`src/rtl/rc4_pkg.sv`:
```
// ---------------------------------------------------------------------------
// rc4_pkg
// Shared types and constants for the RC4 pseudo-random generation / XOR stage.
//   prga_state_e : one-cycle-per-state FSM encoding used by fsm_prga_decrypt
//   MSG_LEN_DEF  : default number of message bytes
//   CHAR_LO/HI   : inclusive bounds of the accepted lowercase range ('a'..'z')
//   CHAR_SP      : space, the only other accepted plaintext byte
// ---------------------------------------------------------------------------
package rc4_pkg;

    localparam int MSG_LEN_DEF = 32;

    localparam logic [7:0] CHAR_LO = 8'h61;
    localparam logic [7:0] CHAR_HI = 8'h7A;
    localparam logic [7:0] CHAR_SP = 8'h20;

    typedef enum logic [3:0] {
        ST_IDLE    = 4'd0,
        ST_I_INC   = 4'd1,
        ST_SI_ADDR = 4'd2,
        ST_SI_WAIT = 4'd3,
        ST_SI_READ = 4'd4,
        ST_SJ_ADDR = 4'd5,
        ST_SJ_WAIT = 4'd6,
        ST_SJ_READ = 4'd7,
        ST_WR_SI   = 4'd8,
        ST_WR_SJ   = 4'd9,
        ST_F_ADDR  = 4'd10,
        ST_F_WAIT  = 4'd11,
        ST_F_READ  = 4'd12,
        ST_D_WRITE = 4'd13,
        ST_DONE    = 4'd14
    } prga_state_e;

endpackage

```
`src/rtl/prga_char_check.sv`:
```
// ---------------------------------------------------------------------------
// prga_char_check
// Combinational classifier for one plaintext byte.
//   byte_i     : candidate plaintext byte
//   in_range_o : 1 when byte_i is 'a'..'z' or space
// ---------------------------------------------------------------------------
module prga_char_check
    import rc4_pkg::*;
#(
    parameter int DATA_W = 8
) (
    input  logic [DATA_W-1:0] byte_i,
    output logic              in_range_o
);

    logic is_lower;
    logic is_space;

    assign is_lower   = (byte_i >= DATA_W'(CHAR_LO)) && (byte_i <= DATA_W'(CHAR_HI));
    assign is_space   = (byte_i == DATA_W'(CHAR_SP));
    assign in_range_o = is_lower || is_space;

endmodule

```
`src/rtl/fsm_prga_decrypt.sv`:
```
// ---------------------------------------------------------------------------
// fsm_prga_decrypt
// RC4 PRGA + XOR stage. Once s_memory holds the keyed permutation, walks
// MSG_LEN ciphertext bytes, keeps permuting S and writes the plaintext out.
// msg_valid reports whether every plaintext byte was 'a'..'z' or space.
//   clk, reset       : clock, synchronous active-low reset
//   start / finish   : level handshake with the controller
//   s_addr/s_wr_data/s_wren/s_q : s_memory port (read latency 1 or 2)
//   m_addr/m_q       : encrypted_message ROM port
//   d_addr/d_wr_data/d_wren     : decrypted_message RAM write port
//   msg_valid        : plaintext character check, meaningful while finish=1
// Every byte takes 13 cycles; every memory read holds its address for the
// ADDR, WAIT and READ states and captures data at the end of READ.
// ---------------------------------------------------------------------------
module fsm_prga_decrypt
    import rc4_pkg::*;
#(
    parameter int MSG_LEN = MSG_LEN_DEF,
    parameter int DATA_W  = 8,
    localparam int K_W    = $clog2(MSG_LEN)
) (
    input  logic              clk,
    input  logic              reset,
    input  logic              start,
    output logic              finish,
    output logic [DATA_W-1:0] s_addr,
    output logic [DATA_W-1:0] s_wr_data,
    output logic              s_wren,
    input  logic [DATA_W-1:0] s_q,
    output logic [K_W-1:0]    m_addr,
    input  logic [DATA_W-1:0] m_q,
    output logic [K_W-1:0]    d_addr,
    output logic [DATA_W-1:0] d_wr_data,
    output logic              d_wren,
    output logic              msg_valid
);

    prga_state_e       state_q, state_d;
    logic [DATA_W-1:0] i_q, i_d;
    logic [DATA_W-1:0] j_q, j_d;
    logic [K_W-1:0]    k_q, k_d;
    logic [DATA_W-1:0] si_q, si_d;
    logic [DATA_W-1:0] sj_q, sj_d;
    logic [DATA_W-1:0] f_q, f_d;
    logic [DATA_W-1:0] mb_q, mb_d;
    logic              valid_q, valid_d;

    logic [DATA_W-1:0] plain;
    logic              plain_ok;
    logic [DATA_W-1:0] f_index;

    assign plain   = f_q ^ mb_q;
    // After the swap S[i]=sj and S[j]=si, so S[i]+S[j] is simply si+sj.
    assign f_index = si_q + sj_q;

    prga_char_check #(
        .DATA_W (DATA_W)
    ) u_char_check (
        .byte_i     (plain),
        .in_range_o (plain_ok)
    );

    always_ff @(posedge clk) begin
        if (!reset) begin
            state_q <= ST_IDLE;
            i_q     <= '0;
            j_q     <= '0;
            k_q     <= '0;
            si_q    <= '0;
            sj_q    <= '0;
            f_q     <= '0;
            mb_q    <= '0;
            valid_q <= 1'b0;
        end else begin
            state_q <= state_d;
            i_q     <= i_d;
            j_q     <= j_d;
            k_q     <= k_d;
            si_q    <= si_d;
            sj_q    <= sj_d;
            f_q     <= f_d;
            mb_q    <= mb_d;
            valid_q <= valid_d;
        end
    end

    always_comb begin
        state_d   = state_q;
        i_d       = i_q;
        j_d       = j_q;
        k_d       = k_q;
        si_d      = si_q;
        sj_d      = sj_q;
        f_d       = f_q;
        mb_d      = mb_q;
        valid_d   = valid_q;
        finish    = 1'b0;
        s_addr    = '0;
        s_wr_data = '0;
        s_wren    = 1'b0;
        m_addr    = '0;
        d_addr    = '0;
        d_wr_data = '0;
        d_wren    = 1'b0;

        unique case (state_q)
            ST_IDLE: begin
                if (start) begin
                    i_d     = '0;
                    j_d     = '0;
                    k_d     = '0;
                    valid_d = 1'b1;
                    state_d = ST_I_INC;
                end
            end
            ST_I_INC: begin
                i_d     = i_q + 1'b1;
                state_d = ST_SI_ADDR;
            end
            ST_SI_ADDR: begin
                s_addr  = i_q;
                state_d = ST_SI_WAIT;
            end
            ST_SI_WAIT: begin
                s_addr  = i_q;
                state_d = ST_SI_READ;
            end
            ST_SI_READ: begin
                s_addr  = i_q;
                si_d    = s_q;
                j_d     = j_q + s_q;
                state_d = ST_SJ_ADDR;
            end
            ST_SJ_ADDR: begin
                s_addr  = j_q;
                state_d = ST_SJ_WAIT;
            end
            ST_SJ_WAIT: begin
                s_addr  = j_q;
                state_d = ST_SJ_READ;
            end
            ST_SJ_READ: begin
                s_addr  = j_q;
                sj_d    = s_q;
                state_d = ST_WR_SI;
            end
            // When i==j both writes store the same value, leaving S intact.
            ST_WR_SI: begin
                s_addr    = i_q;
                s_wr_data = sj_q;
                s_wren    = 1'b1;
                state_d   = ST_WR_SJ;
            end
            ST_WR_SJ: begin
                s_addr    = j_q;
                s_wr_data = si_q;
                s_wren    = 1'b1;
                state_d   = ST_F_ADDR;
            end
            ST_F_ADDR: begin
                s_addr  = f_index;
                m_addr  = k_q;
                state_d = ST_F_WAIT;
            end
            ST_F_WAIT: begin
                s_addr  = f_index;
                m_addr  = k_q;
                state_d = ST_F_READ;
            end
            ST_F_READ: begin
                s_addr  = f_index;
                m_addr  = k_q;
                f_d     = s_q;
                mb_d    = m_q;
                state_d = ST_D_WRITE;
            end
            // The character check never cuts the run short: all bytes are written.
            ST_D_WRITE: begin
                d_addr    = k_q;
                d_wr_data = plain;
                d_wren    = 1'b1;
                valid_d   = valid_q & plain_ok;
                if (k_q == K_W'(MSG_LEN - 1)) begin
                    state_d = ST_DONE;
                end else begin
                    k_d     = k_q + 1'b1;
                    state_d = ST_I_INC;
                end
            end
            ST_DONE: begin
                finish = 1'b1;
                if (!start) begin
                    state_d = ST_IDLE;
                end
            end
            default: begin
                state_d = ST_IDLE;
            end
        endcase
    end

    assign msg_valid = valid_q;

endmodule
```
`config.mk`:
```
export PLATFORM = sky130hd
export DESIGN_NAME = fsm_prga_decrypt
export DESIGN_NICKNAME = d
export VERILOG_FILES = /design/src/rtl/rc4_pkg.sv /design/src/rtl/prga_char_check.sv /design/src/rtl/fsm_prga_decrypt.sv
export SDC_FILE = /design/constraint.sdc
export NUM_CORES = 1
export LEC_CHECK = 0
export ABC_AREA = 1
export BUFFER_PORTS_ARGS = -buffer_cell sky130_fd_sc_hd__buf_4
export CAP_MARGIN = 10
export CORE_UTILIZATION = 34
export DETAILED_ROUTE_END_ITERATION = 6
export GPL_ROUTABILITY_DRIVEN = 0
export PLACE_DENSITY = 0.54
export SYNTH_ARGS = -nofsm -noshare
export SYNTH_HDL_FRONTEND = slang
export SYNTH_HIERARCHICAL = 1
export SYNTH_SLANG_ARGS = --single-unit
```
`constraint.sdc`:
```
create_clock -name clk -period 4.2 [get_ports clk]
set_input_delay 1.05 -clock clk [delete_from_list [all_inputs] [get_ports clk]]
set_output_delay 1.05 -clock clk [all_outputs]
set_load 0.005 [all_outputs]
```
==> Implementation_results.wiki, run 1 <==
{| class="wikitable"
! Metric !! Value
|-
| GR Layer Usage met2 || 0.296
|-
| Global-route wire length before repair || 16,000 µm
|-
| Resize count post-CTS || 0
|-
| Core area || 9950 µm²
|-
| Most congested layer reported by global routing || met2
|-
| Clock Root Buffer || clkbuf_8
|-
| Maximum level of the CTS H-tree || 3
|-
| Routed via count || 3,464
|-
| Number of warning messages in the yosys log || 6
|-
| Unrepaired setup endpoints after global routing || false
|-
| Data arrival time of the critical path || 2.04 ns
|-
| Number of violations of the max-capacitance limit || 0
|-
| Vias per cell || 4.77
|-
| Leakage power of the design || 2.01 nW
|-
| Overall overflow remaining after global route || 0
|-
| Synthesized Nets || 571
|-
| Area overhead of the layout relative to synthesis || 20.9%
|-
| Peak ir drop on the vdd network || 181 µV
|-
| Kind of critical path || reg -> out
|-
| Power density of the placed cells || 309 nW/µm²
|-
| Buffer levels on the longest clock path || 2
|-
| Wirelength, routed || 9640 µm
|-
| Post-route fraction of the period consumed by the critical path || 0.737
|-
| Iteration-0 DRC Markers || 156
|-
| Hold violation total from the final report || 0
|-
| Largest driver fanout on the critical path || 8
|-
| Post-placement cell count || 710
|-
| CTS clk-pin slew, worst paths || 0.07 ns
|-
| Met3 GRT Util || 0.0376
|-
| Post CTS Setup Buffer Count || 0
|-
| Vias in the first global route || 3,247
|-
| Total CTS buffers || 9
|-
| Post-DP HPWL || 7130 µm
|-
| Overall fraction of global-route tracks in use || 0.183
|-
| Result of the run || completed
|-
| Timing-limited maximum frequency || 0.323 GHz
|-
| Kind of path behind the tightest hold check || reg -> reg
|-
| Insertion delay to the later sink of the worst-skew pair || 0.34 ns
|-
| Total number of nets in the final design || 626
|-
| Distinct cells, synth || 37
|-
| Post-Route Setup TNS || 0 ns
|-
| CTS tree || built
|-
| Max Slew Vio Count || 0
|-
| Number of optimization iterations in the first detailed-route pass || 5
|-
| Top Ports || 57
|-
| Netlist Area Pre-Place || 3540 µm²
|-
| Number of nets with antenna violations after detailed routing || 0
|-
| Crit end category || primary output
|-
| Area of the die || 10,800 µm²
|-
| Initial Util || 0.356
|-
| IO Port Bufs || 56
|-
| Floorplan die width || 104 µm
|-
| Placement row count || 36
|-
| Setup crit start kind || flip-flop
|-
| Number of synthesized register bits || 58
|-
| Pin slew with the least headroom to its limit || 0.678 ns
|-
| Maximum number of pins on one net before global-route repair || 42
|-
| Initial antenna violation count || 0
|-
| Largest clock skew in the final design || 0.00856 ns
|-
| Gate count of the mapped netlist || 533
|-
| Cts hold-fix bufs || 0
|-
| N_diodes || 0
|-
| Number of remaining DRC errors || 0
|-
| CP required || 3.15 ns
|-
| Fin cells || 726
|-
| Fraction of final layout cells with drive strength greater than 1 || 0.182
|-
| Commonest non-fill, non-tap cell in the layout || nand2_1
|-
| Average cell area after synthesis || 6.64 µm²
|-
| Clock Sinks || 58
|-
| Max-Slew Margin vs Limit || 0.548
|-
| Number of setup violations in the final report || 0
|-
| Sequential share of the synthesized area || 0.328
|-
| Fin crit period || 3.09 ns
|-
| Most frequent cells in the layout || nand2_1, nor2_1, dfxtp_1
|-
| Die outline height || 104 µm
|-
| Routed length per instance || 13.3 µm
|-
| Met1 Track Usage GR || 0.247
|}
-- flip-flops by register name (all words and copies together) (netlist names) --
| name | cells |
|---|---|
| mb_q | 8 |
| k_q | 5 |
| si_q | 8 |
| i_q | 8 |
| sj_q | 8 |
| state_q | 4 |
| f_q | 8 |
| j_q | 8 |
| msg_valid | 1 |
-- per-stage QoR --
stage	hold slack, ns	instance area (µm²)	utilization	worst slack [ns]	power (mW)
2_1_floorplan	0.442	3540	-	1.70	0.699
3_3_place_gp	0.452	4050	0.407	1.48	0.742
3_5_place_dp	0.462	4050	0.407	1.47	0.744
4_1_cts	0.474	4280	0.430	1.09	1.34
5_1_grt	0.502	4280	0.430	0.909	1.38
6_report	0.471	4280	0.430	1.11	1.32
-- cells in the mapped netlist --
cell / instances / share of area
o21ai_0: 40 / 0.057
nand2_4: 4 / 0.013
o211ai_1: 1 / 0.0021
a21o_1: 1 / 0.0021
xor2_1: 3 / 0.0074
ha_1: 17 / 0.060
nor2_4: 4 / 0.013
buf_2: 4 / 0.0057
a41oi_1: 2 / 0.0049
inv_4: 2 / 0.0035
nor2_1: 74 / 0.078
o21ai_1: 1 / 0.0014
o211ai_2: 1 / 0.0035
dfxtp_1: 58 / 0.33
a21oi_1: 51 / 0.072
nor2_2: 3 / 0.0053
a31oi_1: 1 / 0.0018
a21oi_2: 1 / 0.0025
a21boi_0: 1 / 0.0021
nand3b_1: 1 / 0.0021
nor4_1: 1 / 0.0018
or2_2: 10 / 0.018
buf_4: 1 / 0.0021
nand2_1: 125 / 0.13
nand4_1: 4 / 0.0071
clkinv_1: 1 / 0.0011
o21ai_4: 1 / 0.0046
fa_1: 2 / 0.011
nand2_2: 4 / 0.0071
nand3_1: 45 / 0.064
nor3_1: 5 / 0.0071
buf_12: 1 / 0.0057
inv_2: 4 / 0.0042
buf_6: 1 / 0.0032
nor2_8: 1 / 0.0057
clkbuf_1: 6 / 0.0064
inv_1: 51 / 0.054
-- routing by layer --
metal / vias up / part of all wire
li1: 1838 / -
met1: 1553 / 0.50
met2: 67 / 0.45
met3: 6 / 0.046
met4: 0 / 0.0067
met5: - / 0
-- critical path: stages, from the launching register on --
cell and delay, ns:
dfxtp_1 0.36, inv_1 0.06, nor2_1 0.45, nand2_1 0.13
nand2_2 0.18, inv_2 0.11, a21oi_1 0.13, o21ai_1 0.09
nand3_1 0.09, buf_4 0.12
-- power by group --
part / leakage (nW) / switching [mW] / internal, mW
sequential: 0.469 / 0.0129 / 0.562
clock: 0.109 / 0.240 / 0.351
combinational: 1.43 / 0.105 / 0.0522
total: 2.01 / 0.358 / 0.965
-- cells by family after synthesis --
logic type | synth area share
simple gates | 0.354
compound gates | 0.154
buf+inv | 0.0859
flops | 0.328
fa+ha+maj | 0.0714
xor+xnor | 0.00742
-- final timing paths --
check                           from              endpoint  slack, ns  depth (start not counted)
min reg2reg     mb_q[2]$_SDFFE_PN0P_  mb_q[2]$_SDFFE_PN0P_       0.47                          2
max          state_q[3]$_SDFFE_PN0P_             s_addr[3]       1.11                          9
max reg2reg  state_q[0]$_SDFFE_PN0P_   j_q[5]$_SDFFE_PN0P_       2.56                          8
min             mb_q[2]$_SDFFE_PN0P_  mb_q[2]$_SDFFE_PN0P_       0.47                          2
-- final cells by class --
type / count / area, µm²
Timing Repair Buffer: 57 / 428
Clock inverter: 6 / 88.8
Inverter: 58 / 223
Fill cell: 1064 / 5670
Multi-Input combinational cell: 404 / 2080
Tap cell: 133 / 166
Clock buffer: 10 / 138
Sequential cell: 58 / 1160
No activity file was read; power rests on OpenSTA's default activity.
==> run 2: changes to the inputs <==
--- a/config.mk
+++ b/config.mk
@@ -11,7 +11,7 @@
 export CORE_UTILIZATION = 34
 export DETAILED_ROUTE_END_ITERATION = 6
 export GPL_ROUTABILITY_DRIVEN = 0
-export PLACE_DENSITY = 0.54
+export PLACE_DENSITY = 0.55
 export SYNTH_ARGS = -nofsm -noshare
 export SYNTH_HDL_FRONTEND = slang
 export SYNTH_HIERARCHICAL = 1
==> constraint.sdc (replaced) <==
create_clock -name clk -period 2.8 [get_ports clk]
set_input_delay 0.7 -clock clk [delete_from_list [all_inputs] [get_ports clk]]
set_output_delay 0.7 -clock clk [all_outputs]
set_load 0.005 [all_outputs]
==> run 2 against run 1 <==
Wire length shrank 0.77%. Combinational power grew 49%. Worst setup slack lost 0.97 ns. Power grew 47%. Sequential share of layout area is the same. Global-route usage grew 0.20 points. Clock-buffer cell count shrank 1. Non-clock buffer count grew 2. Cell count grew 0.14%. Critical path type unchanged.
==> Implementation_results.wiki, run 2 (synthesis gave the netlist of run 1 again) <==
{| class="wikitable"
! Metric !! Value
|-
| Most frequent cells in the layout || nand2_1, nor2_1, buf_4
|-
| Area of the die || 10,800 µm² (unchanged)
|-
| Cells traversed along the worst timing path || ha_1 > fa_2 > nand3_1 > nand2_1 > or2_2 > nand3_1 > nand3_1 > buf_4
|-
| Vias in the first global route || 3,334 (+2.7%)
|-
| Design Power || 1.94 mW (+47%)
|-
| Peak ir drop on the vdd network || 256 µV (+42%)
|-
| Overall overflow remaining after global route || 0 (unchanged)
|-
| Largest driver fanout on the critical path || 3 (-5)
|-
| IO Port Bufs || 56 (unchanged)
|-
| Wirelength, routed || 9570 µm (-0.77%)
|-
| Data arrival time of the critical path || 1.97 ns (-0.07 ns)
|-
| Fin crit period || 2.67 ns
|-
| Maximum level of the CTS H-tree || 3 (unchanged)
|-
| Post-route fraction of the period consumed by the critical path || 0.953
|-
| Core area || 9950 µm² (unchanged)
|-
| Kind of path behind the tightest hold check || reg -> reg
|-
| Initial Util || 0.356 (unchanged)
|-
| Iteration-0 DRC Markers || 191 (+22%)
|-
| Top Ports || 57 (unchanged)
|-
| Power density of the placed cells || 454 nW/µm² (+47%)
|-
| Crit-path max cell delay || 0.35 ns (-0.10 ns)
|-
| Die outline height || 104 µm (unchanged)
|-
| Unrepaired setup endpoints after global routing || false
|-
| Post-DP HPWL || 7150 µm (+0.35%)
|-
| Timing-limited maximum frequency || 0.375 GHz
|-
| Fraction of final layout cells with drive strength greater than 1 || 0.187 (+0.00474)
|-
| Leakage power of the design || 2.01 nW (about the same)
|-
| Number of violations of the max-capacitance limit || 0 (unchanged)
|-
| Result of the run || completed
|-
| Insertion delay to the later sink of the worst-skew pair || 0.34 ns (about the same)
|-
| Number of setup violations in the final report || 0 (unchanged)
|-
| Initial antenna violation count || 0 (unchanged)
|-
| Largest clock skew in the final design || 0.00810 ns (-0.000461 ns)
|-
| Global-route wire length before repair || 16,000 µm (unchanged)
|-
| Floorplan die width || 104 µm (unchanged)
|-
| Maximum number of pins on one net before global-route repair || 42 (unchanged)
|-
| CTS tree || built
|-
| Placement row count || 36 (unchanged)
|-
| Kind of critical path || reg -> out
|-
| Total number of nets in the final design || 628 (+0.32%)
|-
| CP dominant cell by count || nand3_1
|-
| Max-Slew Margin vs Limit || 0.605 (+0.0573)
|-
| Commonest non-fill, non-tap cell in the layout || nand2_1
|-
| Overall fraction of global-route tracks in use || 0.185 (+0.00201)
|-
| Number of remaining DRC errors || 0 (unchanged)
|-
| Area overhead of the layout relative to synthesis || 20.9% (unchanged)
|-
| Pin slew with the least headroom to its limit || 0.592 ns (-0.0858 ns)
|-
| Max Slew Vio Count || 0 (unchanged)
|-
| CTS clk-pin slew, worst paths || 0.07 ns (about the same)
|-
| Setup crit start kind || flip-flop
|-
| Total CTS buffers || 9 (unchanged)
|-
| CP required || 2.10 ns (-1.05 ns)
|-
| Hold violation total from the final report || 0 (unchanged)
|-
| Slowest stage cell, crit path || fa_2
|-
| Vias per cell || 4.89 (+2.4%)
|-
| Buffer levels on the longest clock path || 2 (unchanged)
|-
| Number of optimization iterations in the first detailed-route pass || 4 (-1)
|-
| Routed length per instance || 13.2 µm (-0.90%)
|-
| Fillers || 1,055 (-0.85%)
|-
| Post CTS Setup Buffer Count || 0 (unchanged)
|-
| Clock Sinks || 58 (unchanged)
|-
| N_diodes || 0 (unchanged)
|-
| Crit end category || primary output
|-
| Clock Root Buffer || clkbuf_8
|-
| Post-Route Setup TNS || 0 ns (unchanged)
|-
| Routed via count || 3,553 (+2.6%)
|-
| Number of nets with antenna violations after detailed routing || 0 (unchanged)
|}
run 2: cell count changes in the layout (fill, tap and decap cells not counted):
cell        change
inv_6           -1
fa_2            +1
clkbuf_8        -1
clkinv_2        +2
nor2_1          -1
clkinvlp_4      -1
buf_4           +2
nor2_2          +1
fa_1            -1
run 2: path summary, 6_finish.rpt:
kind / start / endpoint / slack, ns / depth (start not counted)
max: si_q[0]$_SDFFE_PN0P_ / s_addr[4] / 0.13 / 8
min: mb_q[6]$_SDFFE_PN0P_ / mb_q[6]$_SDFFE_PN0P_ / 0.47 / 2
max reg2reg: state_q[0]$_SDFFE_PN0P_ / j_q[3]$_SDFFE_PN0P_ / 1.17 / 9
min reg2reg: mb_q[6]$_SDFFE_PN0P_ / mb_q[6]$_SDFFE_PN0P_ / 0.47 / 2
run 2: layout make-up:
type | count | area (µm²) | area share
tap | 133 | 166 | 0.0389
clock inverter | 6 | 82.6 | 0.0193
inverter | 58 | 223 | 0.0520
multi-input combinational | 404 | 2080 | 0.486
timing repair buffer | 59 | 443 | 0.103
sequential | 58 | 1160 | 0.271
clock buffer | 9 | 124 | 0.0289
run 2: critical path, delay by kind of cell, from the launching register on:
kind	cells	cell delay (ns)
and+or+nand+nor	5	0.59
buffers and inverters	1	0.14
DFF	1	0.32
adders and majority gates	2	0.58
run 2: what timing repair did:
action	4_1_cts	5_1_grt
gates resized for setup	0	2
hold buffers	0	0
endpoints found under the setup margin	0	2
run 2: routing by layer:
layer	routed length (µm)	global-route usage	share of wire
met3	490	0.0351	0.051
met5	0	0	0
met2	4310	0.301	0.45
met1	4660	0.248	0.49
met4	110	0.0551	0.011
run 2: report_power, final:
part / total [mW] / internal, mW / switching (mW)
registers: 0.863 / 0.843 / 0.0193
logic: 0.234 / 0.0789 / 0.155
clock network: 0.847 / 0.491 / 0.356
run 2: stage by stage:
stage	hold slack (ns)	util	instances	setup slack [ns]	area [µm²]
6_report	0.472	0.430	727	0.132	4280
5_1_grt	0.508	0.430	727	0.0234	4280
4_1_cts	0.475	0.429	727	0.0488	4280
3_5_place_dp	0.461	0.409	712	0.427	4070
3_3_place_gp	0.453	0.409	712	0.429	4070
2_1_floorplan	0.442	-	533	0.654	3540
